===== src/rtl/rv32v_fu_result_writer_if.sv =====
// Bundle between one vector FU (start/beat side) and the ROB result port.
// The writer sits on the slave modport; the FU/decode/ROB environment sits on master.
interface rv32v_fu_result_writer_if #(
  parameter int NUM   = 32,
  parameter int LANES = 2,
  parameter int OFF_W = 5,
  parameter int VL_W  = 8
);
  localparam int IDX_W = $clog2(NUM);

  logic                   start;
  logic [IDX_W-1:0]       start_index;
  logic [4:0]             start_vd;
  logic [VL_W-1:0]        start_vl;
  logic [1:0]             start_sew;
  logic                   busy;
  logic                   beat_valid;
  logic [32*LANES-1:0]    beat_data;
  logic [LANES-1:0]       beat_exc;
  logic                   beat_ready;
  logic                   flush;
  logic [IDX_W-1:0]       index_o;
  logic [OFF_W-1:0]       woffset_o;
  logic [32*LANES-1:0]    wdata_o;
  logic [4:0]             vd_o;
  logic [LANES-1:0]       wen_o;
  logic [1:0]             sew_o;
  logic [VL_W-1:0]        vl_o;
  logic                   exception_o;
  logic [OFF_W-1:0]       exception_index_o;
  logic                   ready_o;

  modport master (
    output start, start_index, start_vd, start_vl, start_sew,
    output beat_valid, beat_data, beat_exc, flush,
    input  busy, beat_ready,
    input  index_o, woffset_o, wdata_o, vd_o, wen_o, sew_o, vl_o,
    input  exception_o, exception_index_o, ready_o
  );

  modport slave (
    input  start, start_index, start_vd, start_vl, start_sew,
    input  beat_valid, beat_data, beat_exc, flush,
    output busy, beat_ready,
    output index_o, woffset_o, wdata_o, vd_o, wen_o, sew_o, vl_o,
    output exception_o, exception_index_o, ready_o
  );
endinterface


===== src/rtl/rv32v_fu_result_writer.sv =====
// Packs FU lane results into ROB write beats, tracking element offset, vl
// truncation, first-fault reporting and flush squash.
module rv32v_fu_lane #(
  parameter int LANE  = 0,
  parameter int OFF_W = 5,
  parameter int VL_W  = 8,
  parameter int CW    = 10
) (
  input  logic [OFF_W:0]    elem_cnt,
  input  logic [VL_W-1:0]   vl,
  input  logic              exc,
  output logic              in_range,
  output logic              exc_hit
);
  logic [CW-1:0] pos;
  assign pos      = CW'(elem_cnt) + CW'(LANE);
  assign in_range = pos < CW'(vl);
  assign exc_hit  = exc & in_range;
endmodule

module rv32v_fu_result_writer #(
  parameter int NUM   = 32,
  parameter int LANES = 2,
  parameter int OFF_W = 5,
  parameter int VL_W  = 8
) (
  input logic CLK,
  input logic nRST,
  rv32v_fu_result_writer_if.slave wb
);
  localparam int IDX_W = $clog2(NUM);
  // One extra bit over the wider operand so elem_cnt+LANES never wraps in compares.
  localparam int CW = ((OFF_W + 1 > VL_W) ? OFF_W + 1 : VL_W) + 1;

  typedef enum logic [1:0] {IDLE, ACTIVE, SKIP} state_t;

  state_t              state;
  logic [OFF_W:0]      elem_cnt;
  logic [IDX_W-1:0]    idx_q;
  logic [4:0]          vd_q;
  logic [VL_W-1:0]     vl_q;
  logic [1:0]          sew_q;

  logic [LANES-1:0]    in_range, exc_hit, wen_beat;
  logic                fault, last;
  logic [OFF_W-1:0]    k_off, exc_index;

  for (genvar i = 0; i < LANES; i++) begin : g_lane
    rv32v_fu_lane #(.LANE(i), .OFF_W(OFF_W), .VL_W(VL_W), .CW(CW)) u_lane (
      .elem_cnt (elem_cnt),
      .vl       (vl_q),
      .exc      (wb.beat_exc[i]),
      .in_range (in_range[i]),
      .exc_hit  (exc_hit[i])
    );
  end

  // Lanes at or above the first fault are not written; lanes below it are.
  always_comb begin
    logic seen;
    seen     = 1'b0;
    wen_beat = '0;
    k_off    = '0;
    for (int i = 0; i < LANES; i++) begin
      seen        = seen | exc_hit[i];
      wen_beat[i] = in_range[i] & ~seen;
    end
    for (int i = LANES - 1; i >= 0; i--)
      if (exc_hit[i]) k_off = OFF_W'(i);
    fault     = |exc_hit;
    exc_index = elem_cnt[OFF_W-1:0] + k_off;
    last      = (CW'(elem_cnt) + CW'(LANES)) >= CW'(vl_q);
  end

  assign wb.busy       = (state != IDLE);
  assign wb.beat_ready = (state == ACTIVE) || (state == SKIP);

  always_ff @(posedge CLK or negedge nRST) begin
    if (!nRST) begin
      state                <= IDLE;
      elem_cnt             <= '0;
      idx_q                <= '0;
      vd_q                 <= '0;
      vl_q                 <= '0;
      sew_q                <= '0;
      wb.ready_o           <= 1'b0;
      wb.index_o           <= '0;
      wb.woffset_o         <= '0;
      wb.wdata_o           <= '0;
      wb.vd_o              <= '0;
      wb.wen_o             <= '0;
      wb.sew_o             <= '0;
      wb.vl_o              <= '0;
      wb.exception_o       <= 1'b0;
      wb.exception_index_o <= '0;
    end else begin
      wb.ready_o <= 1'b0;
      if (wb.flush) begin
        state    <= IDLE;
        elem_cnt <= '0;
      end else begin
        case (state)
          IDLE: if (wb.start) begin
            if (wb.start_vl != '0) begin
              idx_q    <= wb.start_index;
              vd_q     <= wb.start_vd;
              vl_q     <= wb.start_vl;
              sew_q    <= wb.start_sew;
              elem_cnt <= '0;
              state    <= ACTIVE;
            end else begin
              // Empty instruction: one write-less strobe so the ROB entry retires.
              wb.ready_o           <= 1'b1;
              wb.index_o           <= wb.start_index;
              wb.vd_o              <= wb.start_vd;
              wb.vl_o              <= wb.start_vl;
              wb.sew_o             <= wb.start_sew;
              wb.woffset_o         <= '0;
              wb.wen_o             <= '0;
              wb.exception_o       <= 1'b0;
              wb.exception_index_o <= '0;
            end
          end
          ACTIVE: if (wb.beat_valid) begin
            wb.ready_o           <= 1'b1;
            wb.index_o           <= idx_q;
            wb.vd_o              <= vd_q;
            wb.vl_o              <= vl_q;
            wb.sew_o             <= sew_q;
            wb.woffset_o         <= elem_cnt[OFF_W-1:0];
            wb.wdata_o           <= wb.beat_data;
            wb.wen_o             <= wen_beat;
            wb.exception_o       <= fault;
            wb.exception_index_o <= fault ? exc_index : '0;
            elem_cnt             <= elem_cnt + (OFF_W+1)'(LANES);
            state                <= last ? IDLE : (fault ? SKIP : ACTIVE);
          end
          SKIP: if (wb.beat_valid) begin
            elem_cnt <= elem_cnt + (OFF_W+1)'(LANES);
            if (last) state <= IDLE;
          end
          default: state <= IDLE;
        endcase
      end
    end
  end

  start_only_in_idle: assert property (@(posedge CLK) disable iff (!nRST)
    !(wb.start && state != IDLE));
endmodule

===== src/flat_wrapper.sv =====
// flat-port wrapper written by rule: the top's interface ports become plain ports
module rv32v_fu_result_writer_flat 
#(
  parameter int NUM   = 32,
  parameter int LANES = 2,
  parameter int OFF_W = 5,
  parameter int VL_W  = 8
)
  (CLK, nRST, wb_start, wb_start_index, wb_start_vd, wb_start_vl, wb_start_sew, wb_beat_valid, wb_beat_data, wb_beat_exc, wb_flush, wb_busy, wb_beat_ready, wb_index_o, wb_woffset_o, wb_wdata_o, wb_vd_o, wb_wen_o, wb_sew_o, wb_vl_o, wb_exception_o, wb_exception_index_o, wb_ready_o);
  rv32v_fu_result_writer_if #(.NUM(NUM), .LANES(LANES), .OFF_W(OFF_W), .VL_W(VL_W)) wb_i ();
  input logic CLK;
  input logic nRST;
  input wire logic [$bits(wb_i.start)-1:0] wb_start;
  input wire logic [$bits(wb_i.start_index)-1:0] wb_start_index;
  input wire logic [$bits(wb_i.start_vd)-1:0] wb_start_vd;
  input wire logic [$bits(wb_i.start_vl)-1:0] wb_start_vl;
  input wire logic [$bits(wb_i.start_sew)-1:0] wb_start_sew;
  input wire logic [$bits(wb_i.beat_valid)-1:0] wb_beat_valid;
  input wire logic [$bits(wb_i.beat_data)-1:0] wb_beat_data;
  input wire logic [$bits(wb_i.beat_exc)-1:0] wb_beat_exc;
  input wire logic [$bits(wb_i.flush)-1:0] wb_flush;
  output wire logic [$bits(wb_i.busy)-1:0] wb_busy;
  output wire logic [$bits(wb_i.beat_ready)-1:0] wb_beat_ready;
  output wire logic [$bits(wb_i.index_o)-1:0] wb_index_o;
  output wire logic [$bits(wb_i.woffset_o)-1:0] wb_woffset_o;
  output wire logic [$bits(wb_i.wdata_o)-1:0] wb_wdata_o;
  output wire logic [$bits(wb_i.vd_o)-1:0] wb_vd_o;
  output wire logic [$bits(wb_i.wen_o)-1:0] wb_wen_o;
  output wire logic [$bits(wb_i.sew_o)-1:0] wb_sew_o;
  output wire logic [$bits(wb_i.vl_o)-1:0] wb_vl_o;
  output wire logic [$bits(wb_i.exception_o)-1:0] wb_exception_o;
  output wire logic [$bits(wb_i.exception_index_o)-1:0] wb_exception_index_o;
  output wire logic [$bits(wb_i.ready_o)-1:0] wb_ready_o;
  assign wb_i.start = wb_start;
  assign wb_i.start_index = wb_start_index;
  assign wb_i.start_vd = wb_start_vd;
  assign wb_i.start_vl = wb_start_vl;
  assign wb_i.start_sew = wb_start_sew;
  assign wb_i.beat_valid = wb_beat_valid;
  assign wb_i.beat_data = wb_beat_data;
  assign wb_i.beat_exc = wb_beat_exc;
  assign wb_i.flush = wb_flush;
  assign wb_busy = wb_i.busy;
  assign wb_beat_ready = wb_i.beat_ready;
  assign wb_index_o = wb_i.index_o;
  assign wb_woffset_o = wb_i.woffset_o;
  assign wb_wdata_o = wb_i.wdata_o;
  assign wb_vd_o = wb_i.vd_o;
  assign wb_wen_o = wb_i.wen_o;
  assign wb_sew_o = wb_i.sew_o;
  assign wb_vl_o = wb_i.vl_o;
  assign wb_exception_o = wb_i.exception_o;
  assign wb_exception_index_o = wb_i.exception_index_o;
  assign wb_ready_o = wb_i.ready_o;
  rv32v_fu_result_writer #(.NUM(NUM), .LANES(LANES), .OFF_W(OFF_W), .VL_W(VL_W)) u_core (.CLK(CLK), .nRST(nRST), .wb(wb_i));
endmodule

===== config.mk =====
export PLATFORM = sky130hd
export DESIGN_NAME = rv32v_fu_result_writer_flat
export DESIGN_NICKNAME = d
export VERILOG_FILES = /design/src/rtl/rv32v_fu_result_writer_if.sv /design/src/rtl/rv32v_fu_result_writer.sv /design/src/flat_wrapper.sv
export SDC_FILE = /design/constraint.sdc
export NUM_CORES = 1
export LEC_CHECK = 0
export BUFFER_PORTS_ARGS = -buffer_cell sky130_fd_sc_hd__buf_2
export CORE_MARGIN = 2
export CORE_UTILIZATION = 54
export CTS_BUF_LIST = sky130_fd_sc_hd__clkbuf_4 sky130_fd_sc_hd__clkbuf_8 sky130_fd_sc_hd__clkbuf_16
export DETAILED_ROUTE_END_ITERATION = 12
export PLACE_DENSITY = 0.82
export SETUP_SLACK_MARGIN = 0.1
export SLEW_MARGIN = 20
export SYNTH_ARGS = -nofsm -noshare
export SYNTH_HDL_FRONTEND = slang
export SYNTH_SLANG_ARGS = --single-unit

===== constraint.sdc =====
create_clock -name CLK -period 7.2 [get_ports CLK]
set_input_delay 0.36 -clock CLK [delete_from_list [all_inputs] [get_ports CLK]]
set_output_delay 0.36 -clock CLK [all_outputs]
set_load 0.01 [all_outputs]

==> results.json <==
{
  "cts_setup_buffers": 0,
  "vias": 4152,
  "die_area_mm2": 0.0111,
  "hold_viol": 0,
  "filler_cell_count": 707,
  "antenna_found_initial": 1,
  "power_frac_comb_pct": 28.7,
  "synthToLayoutAreaGrowth_pct": 30.6,
  "cts_tree": "built",
  "initialDrtViolationCount": 155,
  "critPathArrivalTime_ns": 3.13,
  "cp_max_fo": 8,
  "synth_most_common_cell": "dfrtp_1",
  "p_int_mw": 1.95,
  "dr.pass1.iters": 4,
  "clock_sinks": 125,
  "dp.cells": 745,
  "grt_usage_pct": 23.9,
  "async_reset_ff_share_pct": 100,
  "leakage_nw": 3.65,
  "die_h_um": 105,
  "required_ns": 7.60,
  "initial_core_util_pct": 54.7,
  "crit_path_start_kind": "flop",
  "hp-class": "in2reg",
  "rsz0062_at_grt": "false",
  "cts_resized": 0,
  "cp-end-kind": "flop",
  "crit_slowest_cell": "dfrtp_1",
  "synthCells": 438,
  "gp_congestion": 0.959,
  "cp_common_cell": "ha_1",
  "routed_wl_mm": 12.7,
  "max_cap_viol_count": 0,
  "final.setup.tns_ns": 0,
  "slew-limit-headroom_pct": 43.9,
  "final-setup-viol-count": 0,
  "fmax_mhz": 366,
  "synth-seq-cells": 125,
  "worstSetupPathType": "reg2reg",
  "cts_buffer_depth": 2,
  "insertion_delay_ns": 0.51,
  "fin_nets": 741,
  "syn-cell-area_mm2": 0.00555,
  "ctsRootBufferMaster": "clkbuf_8",
  "globalRoute.totalOverflow": 0,
  "cpPeakStageDelay_ns": 0.49,
  "p_sw_share_pct": 30.6,
  "clk_pin_slew_ns": 0.06,
  "cts_buffers": 17,
  "synth_seq_area_share_pct": 56.4,
  "synth_fp_nets": 550,
  "synth_top_flop_cell": "dfrtp_1",
  "tightest_slew_ns": 0.841,
  "die_w_um": 105,
  "drc": 0,
  "diodes": 0,
  "ir_drop_mv": 0.226,
  "synth_top_area_share_pct": 56.4,
  "p_switching_uw": 860,
  "fin_worst_skew_ns": 0.00426,
  "synth_area_leaders": "dfrtp_1 56%, mux2_2 16%, ha_1 4.7%, mux2i_1 3.6%, o21ai_0 3.2%",
  "power_frac_seq_pct": 39.2,
  "timing.final.crit_share_pct": 37.9,
  "core_area_mm2": 0.0101,
  "synth.distinct_cells": 48,
  "ant_nets": 0,
  "grt_max_degree": 70,
  "crit_path_cell_trace": "ha_1 -> nand3_1 -> xnor2_1 -> ha_1 -> a22o_1 -> o41ai_1 -> a21oi_1 -> a2bb2o_4 -> a31o_1",
  "min_period_ns": 2.73,
  "pwr-share-clk_pct": 32.1,
  "ys_warn_count": 0,
  "synth-edff-count": 0,
  "final_cells": 778,
  "drv_slew": 0,
  "drive_gt1_share_pct": 49.8,
  "syn_area_per_cell_um2": 12.7,
  "routedWlPerCell_um": 16.4,
  "cts_max_level": 4,
  "synthTopCellsByCount": "125 x dfrtp_1, 78 x mux2_2, 47 x nand2_1",
  "io_pins": 191,
  "synth_top_cell_by_area": "dfrtp_1",
  "dp_hpwl_mm": 8.95,
  "p_per_area_mw_per_mm2": 388,
  "grt_pass1_vias": 4291,
  "grt_pass1_wl_mm": 20.8,
  "cts_hold_buf": 1,
  "row_count": 37,
  "io_buffers": 190,
  "via_per_inst": 5.34,
  "status": "completed"
}
routing by layer:
| metal | track usage [%] | wire length [µm] | vias up |
|---|---|---|---|
| met5 | 0 | 9 | - |
| met4 | 11.2 | 286 | 2 |
| met3 | 5.88 | 751 | 25 |
| met2 | 39.5 | 6510 | 148 |
| met1 | 29.6 | 5180 | 2054 |
| li1 | - | - | 1923 |
layout make-up:
cell class / count / area (µm²) / share of cell area (%)
Timing Repair Buffer: 196 / 1000 / 13.8
Sequential cell: 125 / 3130 / 43.2
Tap cell: 136 / 170 / 2.35
Clock inverter: 12 / 184 / 2.54
Inverter: 18 / 67.6 / 0.932
Multi-Input combinational cell: 271 / 2240 / 30.9
Clock buffer: 20 / 455 / 6.28
state kept, by name (all words and copies together), names as in the netlist:
signal	count
u_core.wb.exception_index_o	5
u_core.vl_q	8
u_core.wb.vl_o	8
u_core.wb.exception_o	1
u_core.sew_q	2
u_core.wb.vd_o	5
u_core.wb.wdata_o	64
u_core.wb.woffset_o	5
u_core.state	2
u_core.idx_q	5
u_core.wb.wen_o	2
u_core.wb.sew_o	2
u_core.wb.index_o	5
u_core.vd_q	5
u_core.wb.ready_o	1
u_core.elem_cnt	5
path summary, 6_finish.rpt:
check | cells past startpoint | start | slack (ns) | to
hold reg to reg | 2 | u_core.wb.vl_o[5] | 0.48 | u_core.wb.vl_o[5]
max in group asynchronous | 3 | nRST | 5.44 | u_core.wb.index_o[0]
min in group asynchronous | 2 | nRST | 0.44 | u_core.wb.wdata_o[39]
setup / recovery | 9 | u_core.elem_cnt[2] | 4.47 | u_core.state[0]
hold / removal | 2 | wb_beat_data[28] | 0.08 | u_core.wb.wdata_o[28]
setup reg to reg | 9 | u_core.elem_cnt[2] | 4.47 | u_core.state[0]
placed cells by master (no fill, tap or decap), drive strengths merged, types with 2 or more instances in the layout:
cell	count
o21ai	38
bufinv	4
o211ai	3
inv	20
a32o	2
nand3	7
nor2	9
o41ai	2
o31ai	2
dfrtp	125
nand2	47
clkbuf	20
clkinv	4
xnor2	2
buf	195
a21oi	6
mux2	79
nor3	2
a21o	3
a22o	5
mux2i	20
and2	2
nor4	3
nand2b	2
nor3b	2
nand4	2
ha	21
clkinvlp	2
per-stage QoR:
stage          power (mW)  setup WS [ns]  util (%)  cell area, µm²  hold slack (ns)
4_1_cts              2.84           4.49      71.5            7250           0.0562
6_report             2.81           4.47      71.5            7250           0.0806
3_3_place_gp         1.87           4.68      65.1            6600            0.440
2_1_floorplan        1.54           4.82         -            5550           0.0644
3_5_place_dp         1.92           4.52      65.1            6600            0.452
5_1_grt              2.97           4.23      71.5            7250           0.0562
power groups by stage:
| stage | sequential [mW] | clock, mW | combinational, mW |
|---|---|---|---|
| detailed placement | 1.11 | 0 | 0.809 |
| finish | 1.10 | 0.903 | 0.807 |
| CTS | 1.10 | 0.919 | 0.817 |
| global placement | 1.09 | 0 | 0.780 |
| global route | 1.14 | 0.950 | 0.879 |
| floorplan | 1.21 | 0 | 0.331 |
logic make-up (layout without fill, tap and decap cells):
group | count (synthesis) | after routing | synth area share [%]
AO/OA/AOI/OAI | 69 | 69 | 8.25
XOR/XNOR | 3 | 3 | 0.474
multiplexers | 99 | 99 | 19.7
flip-flops | 125 | 125 | 56.4
AND/OR/NAND/NOR | 78 | 78 | 6.92
other | 1 | 1 | 0.0676
adder cells (fa/ha/maj) | 21 | 21 | 4.74
buffers and inverters | 42 | 246 | 3.45
critical path: cells and delay by family (launching register included):
family / cells / cell delay [ns]
flops: 1 / 0.49
fa+ha+maj: 2 / 0.51
simple gates: 1 / 0.13
xor+xnor: 1 / 0.18
compound gates: 5 / 1.31
Note: power is estimated with default switching activity, not from simulation.
